===== src/rtl/vga_timing_if.sv =====
// vga_timing_if: raster timing bundle between the generator and its consumers.
// en flows into the generator; sync, enable, coordinates and strobes flow out.
interface vga_timing_if #(
  parameter int COL_W = 10,
  parameter int ROW_W = 9
);
  logic             en;
  logic             hsync;
  logic             vsync;
  logic             de;
  logic             vblank;
  logic [COL_W-1:0] col;
  logic [ROW_W-1:0] row;
  logic             pix_ce;
  logic             line_start;
  logic             frame_start;

  modport master (
    input  en,
    output hsync, vsync, de, vblank,
    output col, row,
    output pix_ce, line_start, frame_start
  );

  modport slave (
    output en,
    input  hsync, vsync, de, vblank,
    input  col, row,
    input  pix_ce, line_start, frame_start
  );
endinterface


===== src/rtl/vga_timing_gen.sv =====
// vga_timing_gen: parametrised raster timing with a clock-enable pixel divider.
// Ports: i_clk, i_rst (sync, active-high), vga (master: en in; syncs/de/coords/strobes out).
module vga_timing_gen #(
  parameter int H_ACTIVE = 640,
  parameter int H_FP     = 16,
  parameter int H_SYNC   = 96,
  parameter int H_BP     = 48,
  parameter int V_ACTIVE = 480,
  parameter int V_FP     = 10,
  parameter int V_SYNC   = 2,
  parameter int V_BP     = 33,
  parameter int HS_POL   = 0,
  parameter int VS_POL   = 0,
  parameter int CLK_DIV  = 2,
  parameter int COL_W    = 10,
  parameter int ROW_W    = 9
) (
  input  logic         i_clk,
  input  logic         i_rst,
  vga_timing_if.master vga
);
  localparam int H_TOTAL = H_ACTIVE + H_FP + H_SYNC + H_BP;
  localparam int V_TOTAL = V_ACTIVE + V_FP + V_SYNC + V_BP;
  localparam int HW = $clog2(H_TOTAL);
  localparam int VW = $clog2(V_TOTAL);
  localparam int DW = (CLK_DIV > 1) ? $clog2(CLK_DIV) : 1;
  localparam int H_SS = H_ACTIVE + H_FP;
  localparam int H_SE = H_SS + H_SYNC;
  localparam int V_SS = V_ACTIVE + V_FP;
  localparam int V_SE = V_SS + V_SYNC;
  localparam logic HS_ON = (HS_POL != 0);
  localparam logic VS_ON = (VS_POL != 0);

  if (CLK_DIV < 1) begin : g_bad_div
    $error("vga_timing_gen: CLK_DIV must be >= 1");
  end
  if (H_ACTIVE < 1 || V_ACTIVE < 1) begin : g_bad_act
    $error("vga_timing_gen: active size must be nonzero");
  end
  if (H_SYNC < 1 || V_SYNC < 1) begin : g_bad_sync
    $error("vga_timing_gen: sync width must be nonzero");
  end
  if (longint'(H_ACTIVE) > (64'd1 << COL_W)) begin : g_bad_colw
    $error("vga_timing_gen: COL_W too narrow for H_ACTIVE");
  end
  if (longint'(V_ACTIVE) > (64'd1 << ROW_W)) begin : g_bad_roww
    $error("vga_timing_gen: ROW_W too narrow for V_ACTIVE");
  end

  logic [DW-1:0] r_div;
  logic [HW-1:0] r_h;
  logic [VW-1:0] r_v;

  logic [31:0] w_h;
  logic [31:0] w_v;
  logic        w_tick;
  logic        w_h_last;
  logic        w_v_last;
  logic        w_act;
  logic        w_hs_on;
  logic        w_vs_on;

  // Compare in 32 bits so sync-end bounds equal to the total never wrap.
  assign w_h      = 32'(r_h);
  assign w_v      = 32'(r_v);
  assign w_tick   = vga.en && (r_div == DW'(CLK_DIV - 1));
  assign w_h_last = (w_h == 32'(H_TOTAL - 1));
  assign w_v_last = (w_v == 32'(V_TOTAL - 1));
  assign w_act    = (w_h < H_ACTIVE) && (w_v < V_ACTIVE);
  assign w_hs_on  = (w_h >= H_SS) && (w_h < H_SE);
  assign w_vs_on  = (w_v >= V_SS) && (w_v < V_SE);

  always_ff @(posedge i_clk) begin
    if (i_rst) begin
      r_div <= '0;
      r_h   <= '0;
      r_v   <= '0;
    end else begin
      if (w_tick) begin
        r_div <= '0;
      end else if (vga.en) begin
        r_div <= r_div + 1'b1;
      end
      if (w_tick) begin
        if (w_h_last) begin
          r_h <= '0;
          r_v <= w_v_last ? '0 : r_v + 1'b1;
        end else begin
          r_h <= r_h + 1'b1;
        end
      end
    end
  end

  logic             r_hs;
  logic             r_vs;
  logic             r_de;
  logic             r_vb;
  logic [COL_W-1:0] r_col;
  logic [ROW_W-1:0] r_row;
  logic             r_ce;
  logic             r_ls;
  logic             r_fs;

  // Decode reloads every clk, so level outputs track frozen counters while en is low.
  always_ff @(posedge i_clk) begin
    if (i_rst) begin
      r_hs  <= ~HS_ON;
      r_vs  <= ~VS_ON;
      r_de  <= 1'b0;
      r_vb  <= 1'b0;
      r_col <= '0;
      r_row <= '0;
      r_ce  <= 1'b0;
      r_ls  <= 1'b0;
      r_fs  <= 1'b0;
    end else begin
      r_hs  <= w_hs_on ? HS_ON : ~HS_ON;
      r_vs  <= w_vs_on ? VS_ON : ~VS_ON;
      r_de  <= w_act;
      r_vb  <= (w_v >= V_ACTIVE);
      r_col <= w_act ? COL_W'(r_h) : '0;
      r_row <= w_act ? ROW_W'(r_v) : '0;
      r_ce  <= w_tick;
      r_ls  <= w_tick && (r_h == '0);
      r_fs  <= w_tick && (r_h == '0) && (r_v == '0);
    end
  end

  assign vga.hsync       = r_hs;
  assign vga.vsync       = r_vs;
  assign vga.de          = r_de;
  assign vga.vblank      = r_vb;
  assign vga.col         = r_col;
  assign vga.row         = r_row;
  assign vga.pix_ce      = r_ce;
  assign vga.line_start  = r_ls;
  assign vga.frame_start = r_fs;
endmodule


===== src/flat_wrapper.sv =====
// flat-port wrapper written by rule: the top's interface ports become plain ports
module vga_timing_gen_flat 
#(
  parameter int H_ACTIVE = 640,
  parameter int H_FP     = 16,
  parameter int H_SYNC   = 96,
  parameter int H_BP     = 48,
  parameter int V_ACTIVE = 480,
  parameter int V_FP     = 10,
  parameter int V_SYNC   = 2,
  parameter int V_BP     = 33,
  parameter int HS_POL   = 0,
  parameter int VS_POL   = 0,
  parameter int CLK_DIV  = 2,
  parameter int COL_W    = 10,
  parameter int ROW_W    = 9
)
  (i_clk, i_rst, vga_en, vga_hsync, vga_vsync, vga_de, vga_vblank, vga_col, vga_row, vga_pix_ce, vga_line_start, vga_frame_start);
  vga_timing_if #(.COL_W(COL_W), .ROW_W(ROW_W)) vga_i ();
  input  logic i_clk;
  input  logic i_rst;
  input wire logic [$bits(vga_i.en)-1:0] vga_en;
  output wire logic [$bits(vga_i.hsync)-1:0] vga_hsync;
  output wire logic [$bits(vga_i.vsync)-1:0] vga_vsync;
  output wire logic [$bits(vga_i.de)-1:0] vga_de;
  output wire logic [$bits(vga_i.vblank)-1:0] vga_vblank;
  output wire logic [$bits(vga_i.col)-1:0] vga_col;
  output wire logic [$bits(vga_i.row)-1:0] vga_row;
  output wire logic [$bits(vga_i.pix_ce)-1:0] vga_pix_ce;
  output wire logic [$bits(vga_i.line_start)-1:0] vga_line_start;
  output wire logic [$bits(vga_i.frame_start)-1:0] vga_frame_start;
  assign vga_i.en = vga_en;
  assign vga_hsync = vga_i.hsync;
  assign vga_vsync = vga_i.vsync;
  assign vga_de = vga_i.de;
  assign vga_vblank = vga_i.vblank;
  assign vga_col = vga_i.col;
  assign vga_row = vga_i.row;
  assign vga_pix_ce = vga_i.pix_ce;
  assign vga_line_start = vga_i.line_start;
  assign vga_frame_start = vga_i.frame_start;
  vga_timing_gen #(.H_ACTIVE(H_ACTIVE), .H_FP(H_FP), .H_SYNC(H_SYNC), .H_BP(H_BP), .V_ACTIVE(V_ACTIVE), .V_FP(V_FP), .V_SYNC(V_SYNC), .V_BP(V_BP), .HS_POL(HS_POL), .VS_POL(VS_POL), .CLK_DIV(CLK_DIV), .COL_W(COL_W), .ROW_W(ROW_W)) u_core (.i_clk(i_clk), .i_rst(i_rst), .vga(vga_i));
endmodule

===== config.mk =====
export PLATFORM = sky130hd
export DESIGN_NAME = vga_timing_gen_flat
export DESIGN_NICKNAME = d
export VERILOG_FILES = /design/src/rtl/vga_timing_if.sv /design/src/rtl/vga_timing_gen.sv /design/src/flat_wrapper.sv
export SDC_FILE = /design/constraint.sdc
export NUM_CORES = 1
export LEC_CHECK = 0
export BUFFER_PORTS_ARGS = -buffer_cell sky130_fd_sc_hd__buf_2
export CAP_MARGIN = 20
export CORE_MARGIN = 5
export CORE_UTILIZATION = 59
export CTS_CLUSTER_DIAMETER = 30
export DETAILED_ROUTE_END_ITERATION = 8
export GPL_ROUTABILITY_DRIVEN = 0
export PLACE_DENSITY_LB_ADDON = 0.3
export SLEW_MARGIN = 25
export SYNTH_ARGS = -nofsm -noshare
export SYNTH_HDL_FRONTEND = slang
export SYNTH_SLANG_ARGS = --single-unit

===== constraint.sdc =====
create_clock -name i_clk -period 3 [get_ports i_clk]
set_input_delay 0.6 -clock i_clk [delete_from_list [all_inputs] [get_ports i_clk]]
set_output_delay 0.6 -clock i_clk [all_outputs]
set_load 0.05 [all_outputs]

# Yosys cells after proc, flatten, opt, wreduce, memory -nomap -nowiden
# Index checks and enable logic that the tools add are counted.
[classes]
addsub = 3
order_cmp = 7
n_eq_ne = 2
muxes = 4
bitwise_logic = 1
reduce_logical = 11
[op_table]
columns = ["operator", "count"]
rows = [
  ["10-bit by 1-bit adder with 10-bit output, second input constant", 2],
  ["10-bit equality test, second input constant", 2],
  ["10-bit by 9-bit greater-or-equal comparator with 1-bit output, second input constant", 2],
  ["10-bit logical NOT", 2],
  ["10-bit less-than comparator, second input constant", 2],
  ["10-bit by 9-bit less-than comparator with 1-bit output, second input constant", 2],
  ["10-bit two-way mux", 2],
  ["10-bit greater-or-equal comparator, second input constant", 1],
  ["1-bit logical AND", 6],
  ["2-bit OR reduction", 2],
  ["1-bit two-way mux", 2],
  ["2-bit AND reduction", 1],
  ["1-bit adder, second input constant", 1],
  ["1-bit inverter", 1],
]
[totals]
ff_bits = 47
in_bits = 3

# Depth between registers and ports, before layout
# Gate-level depths: netlist of the first run.
[logic_depth]
depth_word = 4
depth_mapped = 6
depth_no_buf = 6

# Worst setup path before layout of the first run
# No wires, ideal clock.
[synth_path]
path_kind = "register to register"
startpoint = "reg u_core.r_h[6]"
endpoint = "reg u_core.r_v[5]"
setup_time_ns = 0.071
arrival_ns = 1.756
path_slack_ns = 1.173
path_stages_with_launch = 7
n_path_buf = 2
period_less_slack_ns = 1.827
cell_sequence = "dfxtp_1 > buf_6 > or2_4 > or4_1 > buf_2 > or3_1 > a21oi_1"
[synth_between]
elab_chain_len = 2
[synth_lines]
columns = ["item", "line_no", "source"]
rows = [
  ["start: declaration", "vga_timing_gen.sv:51", "logic [HW-1:0] r_h;"],
  ["start signal: assignment", "vga_timing_gen.sv:89", "r_h <= r_h + 1'b1;"],
  ["10-bit equality test", "vga_timing_gen.sv:67", "assign w_h_last = (w_h == 32'(H_TOTAL - 1));"],
  ["2-bit AND reduction (no line)", "n/a", ""],
  ["end signal: assignment", "vga_timing_gen.sv:87", "r_v <= w_v_last ? '0 : r_v + 1'b1;"],
  ["end: declaration", "vga_timing_gen.sv:52", "logic [VW-1:0] r_v;"],
]
# Every way passes these cells.
# A chain may end at the register's enable or synchronous reset.

# Final worst setup path of the first run
[layout_path]
startpoint = "reg u_core.r_h[1]"
endpoint = "reg u_core.r_v[5]"
# Same word-level chain as after synthesis.

==> flow_metrics.py, run 1 <==
metrics = {
    "synthesis": {
        "synth_edf_count": 0,
        "syn-cell-area_mm2": 0.00192,
        "synth-seq-area-share": 0.489,
        "yosys_most_used_dff": "dfxtp_1",
        "yosys_warnings": 0,
        "syn_inst": 212,
        "postSynth.asyncResetShare": 0,
        "synthesis.area_per_instance_um2": 9.07,
        "yosys_register_bits": 47,
        "synth_cell_types": 38,
        "postSynthNetCount": 220,
    },
    "clock_network": {
        "postCtsResizedCells": 0,
        "clock_latency_ps": 350,
        "clock_transition_at_the_registers_of_the_reported_paths_ps": 140,
        "clock_sinks": 47,
        "post_cts.repair.setup_buffers": 0,
        "ctsHoldBuffers": 0,
        "htreeDepth": 2,
        "cts_inserted_buffers": 5,
        "bufs_on_longest_clock_path": 2,
        "cts_root_buf": "clkbuf_4",
        "tritoncts": "yes",
    },
    "drt": {
        "via_count": 1606,
        "initial_drc_count": 78,
        "drt_drc_violations_left": 0,
        "drt_pass1_iterations": 4,
        "drt.antenna.violating_nets": 0,
        "drt-total-wl_mm": 3.82,
        "vias_per_cell": 5.72,
        "route.detailed.wl_per_inst_um": 13.6,
    },
    "timing": {
        "final_max_slew_viol_count": 0,
        "post-route-period-util": 0.702,
        "fmax_mhz": 475,
        "worst_setup_skew_after_layout_ps": 6.03,
        "report.final.hold_viol_count": 0,
        "max_slew_margin": 0.669,
        "setup_viol_count_final": 0,
        "final_period_minus_worst_setup_slack_ps": 2110,
        "totalNegativeSetupSlack_ps": 0,
        "holdWs_ps": 514,
        "worst_pin_slew_ps": 492,
        "setup_repair_after_global_routing_missed_its_margin": "no",
    },
    "finish": {
        "finish.utilization": 0.697,
        "final_nets": 244,
        "flow.area_growth_from_synthesis_pct": 11.6,
        "stdcell_count": 281,
        "final_layout_size_suffix_gt1_frac": 0.186,
        "antenna_cells_inserted": 0,
    },
    "power_and_ir_drop": {
        "static-leakage-power_nw": 0.831,
        "power.internal_mw": 0.762,
        "vdd_drop_max_mv": 0.279,
        "switching_power_mw": 0.240,
        "finalPower_mw": 1.00,
        "switching_share_of_total_power": 0.239,
        "p_comb_frac": 0.046,
        "p_clk_frac": 0.316,
        "sequentialPowerShare": 0.639,
        "pwr_density_cell_mw_per_mm2": 467,
    },
    "global_route": {
        "grt_max_degree": 21,
        "gr-max-usage-layer": "met2",
        "grt.total_usage": 0.185,
        "grt_remaining_overflow": 0,
        "grt_antenna_before_repair": 0,
        "global_route.usage.met1": 0.257,
        "globalRouteMet2Util": 0.285,
        "grt_use_met3": 0.0405,
        "first_pass_grt_wire_length_mm": 6.43,
        "grt_pass1_vias": 1432,
    },
    "critical_path": {
        "crit_fanout": 7,
        "critPathSlowestCell": "or4_1",
        "crit_type": "reg2reg",
        "worst_ep_required_time_ps": 3220,
        "rr_worst_depth": 5,
        "cp_num_buf_inv": 0,
        "rr_startpoint": "u_core.r_h[1]",
        "worst-endpoint-arrival_ps": 2330,
        "setup.worst_path.start_class": "flip-flop",
        "path_cells": "ha_1 -> nand3_1 -> or4_1 -> o21bai_1 -> a21oi_1",
        "crit_cells": 5,
        "worst_r2r_setup_slack_ps": 890,
        "critical-path-top-delay-family": "simple AND/OR/NAND/NOR gates",
        "regToRegEndpoint": "u_core.r_v[5]",
        "worst_setup_path_end_kind": "flip-flop",
        "worst_path_largest_cell_delay_ps": 600,
    },
    "floorplanning": {
        "floorplan_die_area_mm2": 0.00450,
        "start_util": 0.625,
        "fp.dieH_um": 67.1,
        "design.portCount": 29,
        "std_cell_rows": 20,
        "dieWidth_um": 67.1,
        "coreArea_mm2": 0.00308,
    },
    "placement": {
        "dpl.hpwl_mm": 2.72,
        "dp.cells": 273,
        "port-buffer-count": 28,
    },
    "worst_hold_path": {
        "hold_path_end": "u_core.vga.vsync",
        "worstHoldPathCells": 1,
        "hold_class": "reg2reg",
        "hold_sp": "u_core.r_v[3]",
    },
    "status": {
        "outcome": "finished clean",
    },
    "job": {
        "max_cap_violations": 0,
    },
}
## through the flow
| stage | instance area (um2) | setup WS (ps) |
|---|---|---|
| 2_1_floorplan | 1920 | 1170 |
| 6_report | 2150 | 894 |
| 3_5_place_dp | 2080 | 852 |
| 5_1_grt | 2150 | 721 |
| 3_3_place_gp | 2080 | 927 |
| 4_1_cts | 2150 | 905 |
## cells in the final DEF (no fill, tap or decap), drive strengths merged, types with 6 or more instances in the layout
cell type / netlist / layout
dfxtp: 47 / 47
buf: 6 / 30
and2: 23 / 23
a21oi: 14 / 14
nand2: 13 / 13
nor2: 13 / 13
nand3: 11 / 11
nand4: 9 / 9
o21ai: 8 / 8
nor3: 7 / 7
clkbuf: 7 / 6
## power by group through the flow
stage / clock network (mW) / registers [mW] / logic [mW]
floorplan: 0 / 0.665 / 0.0210
global placement: 0 / 0.653 / 0.0451
detailed placement: 0 / 0.653 / 0.0460
CTS: 0.319 / 0.639 / 0.0461
global route: 0.351 / 0.640 / 0.0504
finish: 0.316 / 0.639 / 0.0460
## state kept, by name, summed over array words and instances, names as in the netlist
register	count
u_core.vga.frame_start	1
u_core.vga.vblank	1
u_core.r_h	10
u_core.r_div	1
u_core.vga.line_start	1
u_core.r_v	10
u_core.vga.vsync	1
u_core.vga.pix_ce	1
u_core.vga.col	10
u_core.vga.row	9
u_core.vga.de	1
u_core.vga.hsync	1
## Yosys cell counts, types with 5 or more instances
cell type / instances / area share
or4_1: 5 / 0.020
inv_1: 5 / 0.0098
nand3_1: 11 / 0.029
o21ai_0: 8 / 0.021
a21oi_1: 14 / 0.036
nor3_1: 7 / 0.018
nor2_1: 13 / 0.025
nand4_1: 9 / 0.029
dfxtp_1: 47 / 0.49
clkbuf_1: 7 / 0.014
or3_1: 5 / 0.016
nand2_1: 13 / 0.025
and2_1: 23 / 0.075
ha_1: 5 / 0.033
## logic make-up after synthesis
logic type	share of synthesized area
AND/OR/NAND/NOR	0.315
flip-flops	0.489
AO/OA/AOI/OAI	0.0898
buffers and inverters	0.0416
XOR/XNOR	0.0319
adder cells (fa/ha/maj)	0.0325
## worst max-delay path by stage
stage                       start             to  slack [ps]
floorplan           u_core.r_h[6]  u_core.r_v[5]        1170
CTS                 u_core.r_h[0]  u_core.r_v[5]         910
global route        u_core.r_h[1]  u_core.r_v[5]         720
detailed placement         vga_en  u_core.r_v[5]         850
finish              u_core.r_h[1]  u_core.r_v[5]         890
global placement           vga_en  u_core.r_v[6]         930
## worst register-to-register path, stage by stage (launching register included)
cell,delay (ps)
dfxtp_1,450
ha_1,260
nand3_1,110
or4_1,600
o21bai_1,460
a21oi_1,100
## metal layers
metal	share of wire	up-vias
li1	-	796
met1	0.47	749
met2	0.45	57
met3	0.066	4
met4	0.0081	0
met5	0	-
## layout make-up
type / count / area (um2)
clock inverters: 2 / 16.3
well taps: 44 / 55.1
clock buffers: 6 / 51.3
fillers: 262 / 932
repair buffers: 30 / 155
flip-flops and latches: 47 / 941
inverters: 5 / 18.8
multi-input cells: 147 / 908
(Power assumes the default switching activity.)
==> run 2: changes to the inputs <==
- CORE_UTILIZATION: 59 -> 50
- clock period: 3 -> 1.7 ns (I/O delays scaled with it)
==> run 2 against run 1 <==
Compared with the run above:
- highest routed layer unchanged
- the flow now finishes with violations (setup timing)
- clock skew shrank 0.89 ps
- fmax up 19%
- critical path depth is 1 lower
- clock-buffer cell count is the same
- register-to-register slack got worse by 960 ps
- critical path type unchanged
- core utilization down 2.3 points
- design area up 16%
- combinational power grew to 2.5 times the previous value
- sequential share of layout area shrank 5.6 points
- clock power grew 130%
- power increased by 95%
==> flow_metrics.py, run 2 (same netlist as run 1, synthesis figures left out) <==
metrics = {
    "placement": {
        "placed_area_mm2": 0.00230,
        "dpl.hpwl_mm": 3.02,
        "port-buffer-count": 28,
    },
    "timing": {
        "totalNegativeSetupSlack_ps": -142,
        "post-route-period-util": 1.04,
        "worst_setup_skew_after_layout_ps": 5.14,
        "setup_viol_count_final": 3,
        "worst_pin_slew_ps": 534,
        "final_period_minus_worst_setup_slack_ps": 1760,
        "timing.final.ws_setup_ps": -63.0,
        "setup_repair_after_global_routing_missed_its_margin": "yes",
        "holdWs_ps": 372,
        "final_max_slew_viol_count": 0,
        "max_slew_margin": 0.641,
        "report.final.hold_viol_count": 0,
        "fmax_mhz": 567,
    },
    "drt": {
        "via_count": 1705,
        "drt_pass1_iterations": 4,
        "initial_drc_count": 158,
        "drt_drc_violations_left": 0,
        "vias_per_cell": 5.45,
        "drt.antenna.violating_nets": 0,
        "route.detailed.wl_per_inst_um": 14.2,
        "drt-total-wl_mm": 4.45,
    },
    "clock_network": {
        "tritoncts": "yes",
        "htreeDepth": 2,
        "cts_root_buf": "clkbuf_8",
        "cts_inserted_buffers": 5,
        "bufs_on_longest_clock_path": 2,
        "clock_latency_ps": 300,
        "clock_transition_at_the_registers_of_the_reported_paths_ps": 80,
        "clock_sinks": 47,
    },
    "worst_hold_path": {
        "hold_class": "in2reg",
        "hold_sp": "i_rst",
        "worstHoldPathCells": 2,
        "hold_path_end": "u_core.vga.vblank",
    },
    "global_route": {
        "globalRouteMet2Util": 0.268,
        "grt_remaining_overflow": 0,
        "first_pass_grt_wire_length_mm": 7.13,
        "grt_antenna_before_repair": 0,
        "grt.total_usage": 0.173,
        "grt_pass1_vias": 1502,
        "global_route.usage.met1": 0.236,
        "gr-max-usage-layer": "met2",
        "grt_use_met3": 0.0443,
        "grt_max_degree": 21,
    },
    "critical_path": {
        "critical-path-top-delay-family": "simple AND/OR/NAND/NOR gates",
        "rr_worst_depth": 4,
        "setup.worst_path.start_class": "flip-flop",
        "crit_type": "reg2reg",
        "worst_ep_required_time_ps": 1940,
        "regToRegEndpoint": "u_core.r_v[3]",
        "rr_startpoint": "u_core.r_h[5]",
        "worst_path_largest_cell_delay_ps": 550,
        "cp_num_buf_inv": 0,
        "critPathSlowestCell": "or4_4",
        "path_cells": "nand4b_1 -> or4_4 -> or4_4 -> a21oi_2",
        "worst_setup_path_end_kind": "flip-flop",
        "startpoint": "u_core.r_h[5]",
        "worst-endpoint-arrival_ps": 2000,
        "crit_fanout": 3,
        "crit_path_frequent_cell": "or4_4",
        "worst_r2r_setup_slack_ps": -60,
    },
    "power_and_ir_drop": {
        "vdd_drop_max_mv": 0.539,
        "pwr_density_cell_mw_per_mm2": 787,
        "finalPower_mw": 1.95,
        "static-leakage-power_nw": 0.998,
    },
    "floorplanning": {
        "start_util": 0.521,
        "coreArea_mm2": 0.00369,
        "std_cell_rows": 22,
        "dieWidth_um": 72.0,
        "floorplan_die_area_mm2": 0.00519,
        "design.portCount": 29,
        "fp.dieH_um": 72.0,
    },
    "finish": {
        "flow.area_growth_from_synthesis_pct": 29.2,
        "final_cell_mix": "43 x dfxtp_1, 30 x buf_4, 28 x buf_2",
        "final_layout_size_suffix_gt1_frac": 0.347,
        "mostFrequentLayoutCell": "dfxtp_1",
        "antenna_cells_inserted": 0,
        "finish.utilization": 0.674,
        "design_area_mm2": 0.00248,
        "final_nets": 272,
    },
    "job": {
        "max_cap_violations": 0,
    },
    "status": {
        "outcome": "complete, but fails checks",
        "violated_checks": "setup timing",
    },
}
## run 2: report_power, final
group / total (mW) / switching, mW / leakage (nW) / internal, mW
combinational: 0.117 / 0.0726 / 0.569 / 0.0445
sequential: 1.12 / 0.00951 / 0.382 / 1.11
clock: 0.716 / 0.384 / 0.0474 / 0.332
total: 1.95 / 0.466 / 0.998 / 1.49
## run 2: worst register-to-register path, cell delays in order (launching register included)
cell,delay [ps]
dfxtp_1,340
nand4b_1,250
or4_4,550
or4_4,420
a21oi_2,140
## run 2: layout make-up
cell class / count / area (um2)
clock inverter: 2 / 16.3
multi-input combinational: 147 / 991
timing repair buffer: 58 / 365
inverter: 5 / 18.8
fill: 307 / 1200
clock buffer: 6 / 82.6
tap: 48 / 60.1
sequential: 47 / 951
## run 2: worst max-delay path by stage
stage          cells past startpoint                     end  slack (ps)
3_5_place_dp                       6  u_core.vga.frame_start         -10
5_1_grt                            4           u_core.r_v[8]        -100
6_report                           4           u_core.r_v[3]         -60
3_3_place_gp                       5           u_core.r_v[3]          20
4_1_cts                            4           u_core.r_v[3]         -40
2_1_floorplan                      6           u_core.r_v[5]          -9
## run 2: metal layers
layer | vias up | routed length, um | share of wire
li1 | 852 | - | -
met3 | 14 | 315 | 0.071
met4 | 0 | 103 | 0.023
met5 | - | 0 | 0
met2 | 57 | 2090 | 0.47
met1 | 782 | 1930 | 0.43
## run 2: what timing repair did
action                     4_1_cts  5_1_grt
setup endpoints to repair        5       10
resized for setup                4       16
hold buffers                     0        0
buffers inserted                 0        2
pin swaps                        1        5
## run 2: per-stage QoR
step           cells  worst slack, ps
4_1_cts          311            -43.0
2_1_floorplan    212            -9.21
3_5_place_dp     303            -12.9
5_1_grt          313            -95.7
6_report         313            -63.0
3_3_place_gp     303             18.9
==> run 3: changes to the inputs <==
- ABC_AREA: default -> 1
==> run 3 against run 2 <==
Compared with the run above:
- the flow now finishes without violations
- core utilization shrank 9.6 points
- critical path type unchanged
- power shrank 2.6%
- sequential share of layout area grew 3.0 points
==> flow_metrics.py, run 3 <==
metrics = {
    "critical_path": {
        "setup.worst_path.start_class": "flip-flop",
        "worst_ep_required_time_ps": 1890,
        "worst_setup_path_end_kind": "flip-flop",
        "crit_type": "reg2reg",
        "crit_fanout": 9,
        "worst-endpoint-arrival_ps": 1650,
    },
    "status": {
        "outcome": "finished clean",
    },
    "global_route": {
        "grt_antenna_before_repair": 0,
        "first_pass_grt_wire_length_mm": 7.15,
        "grt_pass1_vias": 1538,
        "grt_remaining_overflow": 0,
        "grt.total_usage": 0.171,
        "grt_max_degree": 21,
    },
    "job": {
        "max_cap_violations": 0,
    },
    "synthesis": {
        "yosys_warnings": 0,
        "synth_top_cells_by_count": "59 x nor2_1, 47 x dfxtp_1, 44 x nand2_1",
        "synth_cell_types": 27,
        "synth.top_cell.area_share": 0.472,
        "synth.most_common_cell": "nor2_1",
        "yosys_most_used_dff": "dfxtp_1",
        "synth-seq-area-share": 0.472,
        "yosys_register_bits": 47,
        "postSynthNetCount": 267,
        "postSynth.asyncResetShare": 0,
        "synth_edf_count": 0,
        "syn-cell-area_mm2": 0.00199,
        "syn_inst": 259,
        "synthesis.area_per_instance_um2": 7.70,
        "yosysTopAreaCell": "dfxtp_1",
        "synthTopCellsByArea": "dfxtp_1 47%, nor2_1 11%, nand2_1 8.3%",
    },
    "timing": {
        "final_period_minus_worst_setup_slack_ps": 1460,
        "totalNegativeSetupSlack_ps": 0,
        "setup_repair_after_global_routing_missed_its_margin": "no",
        "setup_viol_count_final": 0,
        "final_max_slew_viol_count": 0,
        "worst_setup_skew_after_layout_ps": 7.12,
        "fmax_mhz": 686,
        "post-route-period-util": 0.858,
        "holdWs_ps": 312,
        "timing.final.ws_setup_ps": 242,
        "report.final.hold_viol_count": 0,
        "max_slew_margin": 0.776,
        "worst_pin_slew_ps": 335,
    },
    "clock_network": {
        "tritoncts": "yes",
        "clock_sinks": 47,
        "cts_root_buf": "clkbuf_8",
        "bufs_on_longest_clock_path": 2,
        "clock_transition_at_the_registers_of_the_reported_paths_ps": 80,
        "htreeDepth": 2,
        "clock_latency_ps": 300,
        "post_cts.repair.setup_buffers": 0,
        "postCtsResizedCells": 0,
        "ctsHoldBuffers": 0,
        "cts_inserted_buffers": 5,
    },
    "floorplanning": {
        "std_cell_rows": 23,
        "fp.dieH_um": 73.1,
        "coreArea_mm2": 0.00394,
        "design.portCount": 29,
        "dieWidth_um": 73.1,
        "start_util": 0.506,
        "floorplan_die_area_mm2": 0.00535,
    },
    "drt": {
        "route.detailed.wl_per_inst_um": 12.1,
        "drt.antenna.violating_nets": 0,
        "drt_pass1_iterations": 4,
        "drt-total-wl_mm": 4.14,
        "via_count": 1716,
        "initial_drc_count": 191,
        "drt_drc_violations_left": 0,
        "vias_per_cell": 5.02,
    },
    "power_and_ir_drop": {
        "finalPower_mw": 1.90,
        "pwr_density_cell_mw_per_mm2": 836,
        "vdd_drop_max_mv": 0.380,
        "static-leakage-power_nw": 0.983,
    },
    "finish": {
        "antenna_cells_inserted": 0,
        "final_nets": 299,
        "stdcell_count": 342,
        "final_cell_mix": "59 x nor2_1, 47 x dfxtp_1, 44 x nand2_1",
        "final_layout_size_suffix_gt1_frac": 0.195,
        "design_area_mm2": 0.00228,
        "mostFrequentLayoutCell": "nor2_1",
        "finish.utilization": 0.578,
        "flow.area_growth_from_synthesis_pct": 14.3,
    },
    "placement": {
        "dp_worst_setup_slack_ps": 243,
        "placed_area_mm2": 0.00218,
        "dp.cells": 334,
        "dpl.hpwl_mm": 3.05,
        "port-buffer-count": 28,
    },
    "worst_hold_path": {
        "hold_class": "in2reg",
    },
}
==> run 3: routing by layer <==
layer,vias to the layer above,part of all wire,GRT usage
met4,0,0.014,0.0574
met2,59,0.43,0.262
met3,5,0.068,0.0358
met5,-,0,0
met1,763,0.49,0.238
li1,889,-,-
==> run 3: report_power, final <==
group          internal (mW)  switching (mW)  total [mW]
sequential              1.11         0.00417        1.11
clock                  0.332           0.381       0.714
combinational         0.0187          0.0588      0.0775
total                   1.46           0.444        1.90
==> run 3: kinds of logic (layout without fill, tap and decap cells) <==
logic type | after synthesis | count (layout) | share of synthesized area
compound gates | 15 | 15 | 0.0490
xor+xnor | 4 | 4 | 0.0176
fa+ha+maj | 5 | 5 | 0.0314
buf+inv | 36 | 69 | 0.0741
flops | 47 | 47 | 0.472
simple gates | 152 | 152 | 0.356
==> run 3: path summary, 6_finish.rpt <==
kind	cells after the start	slack (ps)	start	to
worst max-delay path	8	240	u_core.r_h[1]	u_core.r_v[5]
worst min-delay path	3	310	vga_en	u_core.r_div
worst max register to register	8	240	u_core.r_h[1]	u_core.r_v[5]
worst min register to register	2	500	u_core.r_v[7]	u_core.vga.row[7]
==> run 3: cell type report <==
cell class | instances | area (um2)
Clock inverter | 2 | 16.3
Inverter | 31 | 116
Sequential cell | 47 | 941
Multi-Input combinational cell | 176 | 905
Tap cell | 50 | 62.6
Clock buffer | 6 | 82.6
Fill cell | 356 | 1660
Timing Repair Buffer | 30 | 155
==> run 3: worst max-delay path: stages (launching register included) <==
cell and delay [ps]:
dfxtp_1 380, ha_1 240, nand3_2 120, nor2_4 160
nand3_4 170, nor2_1 130, nand2_1 60, nand2_1 70
nor2_1 30
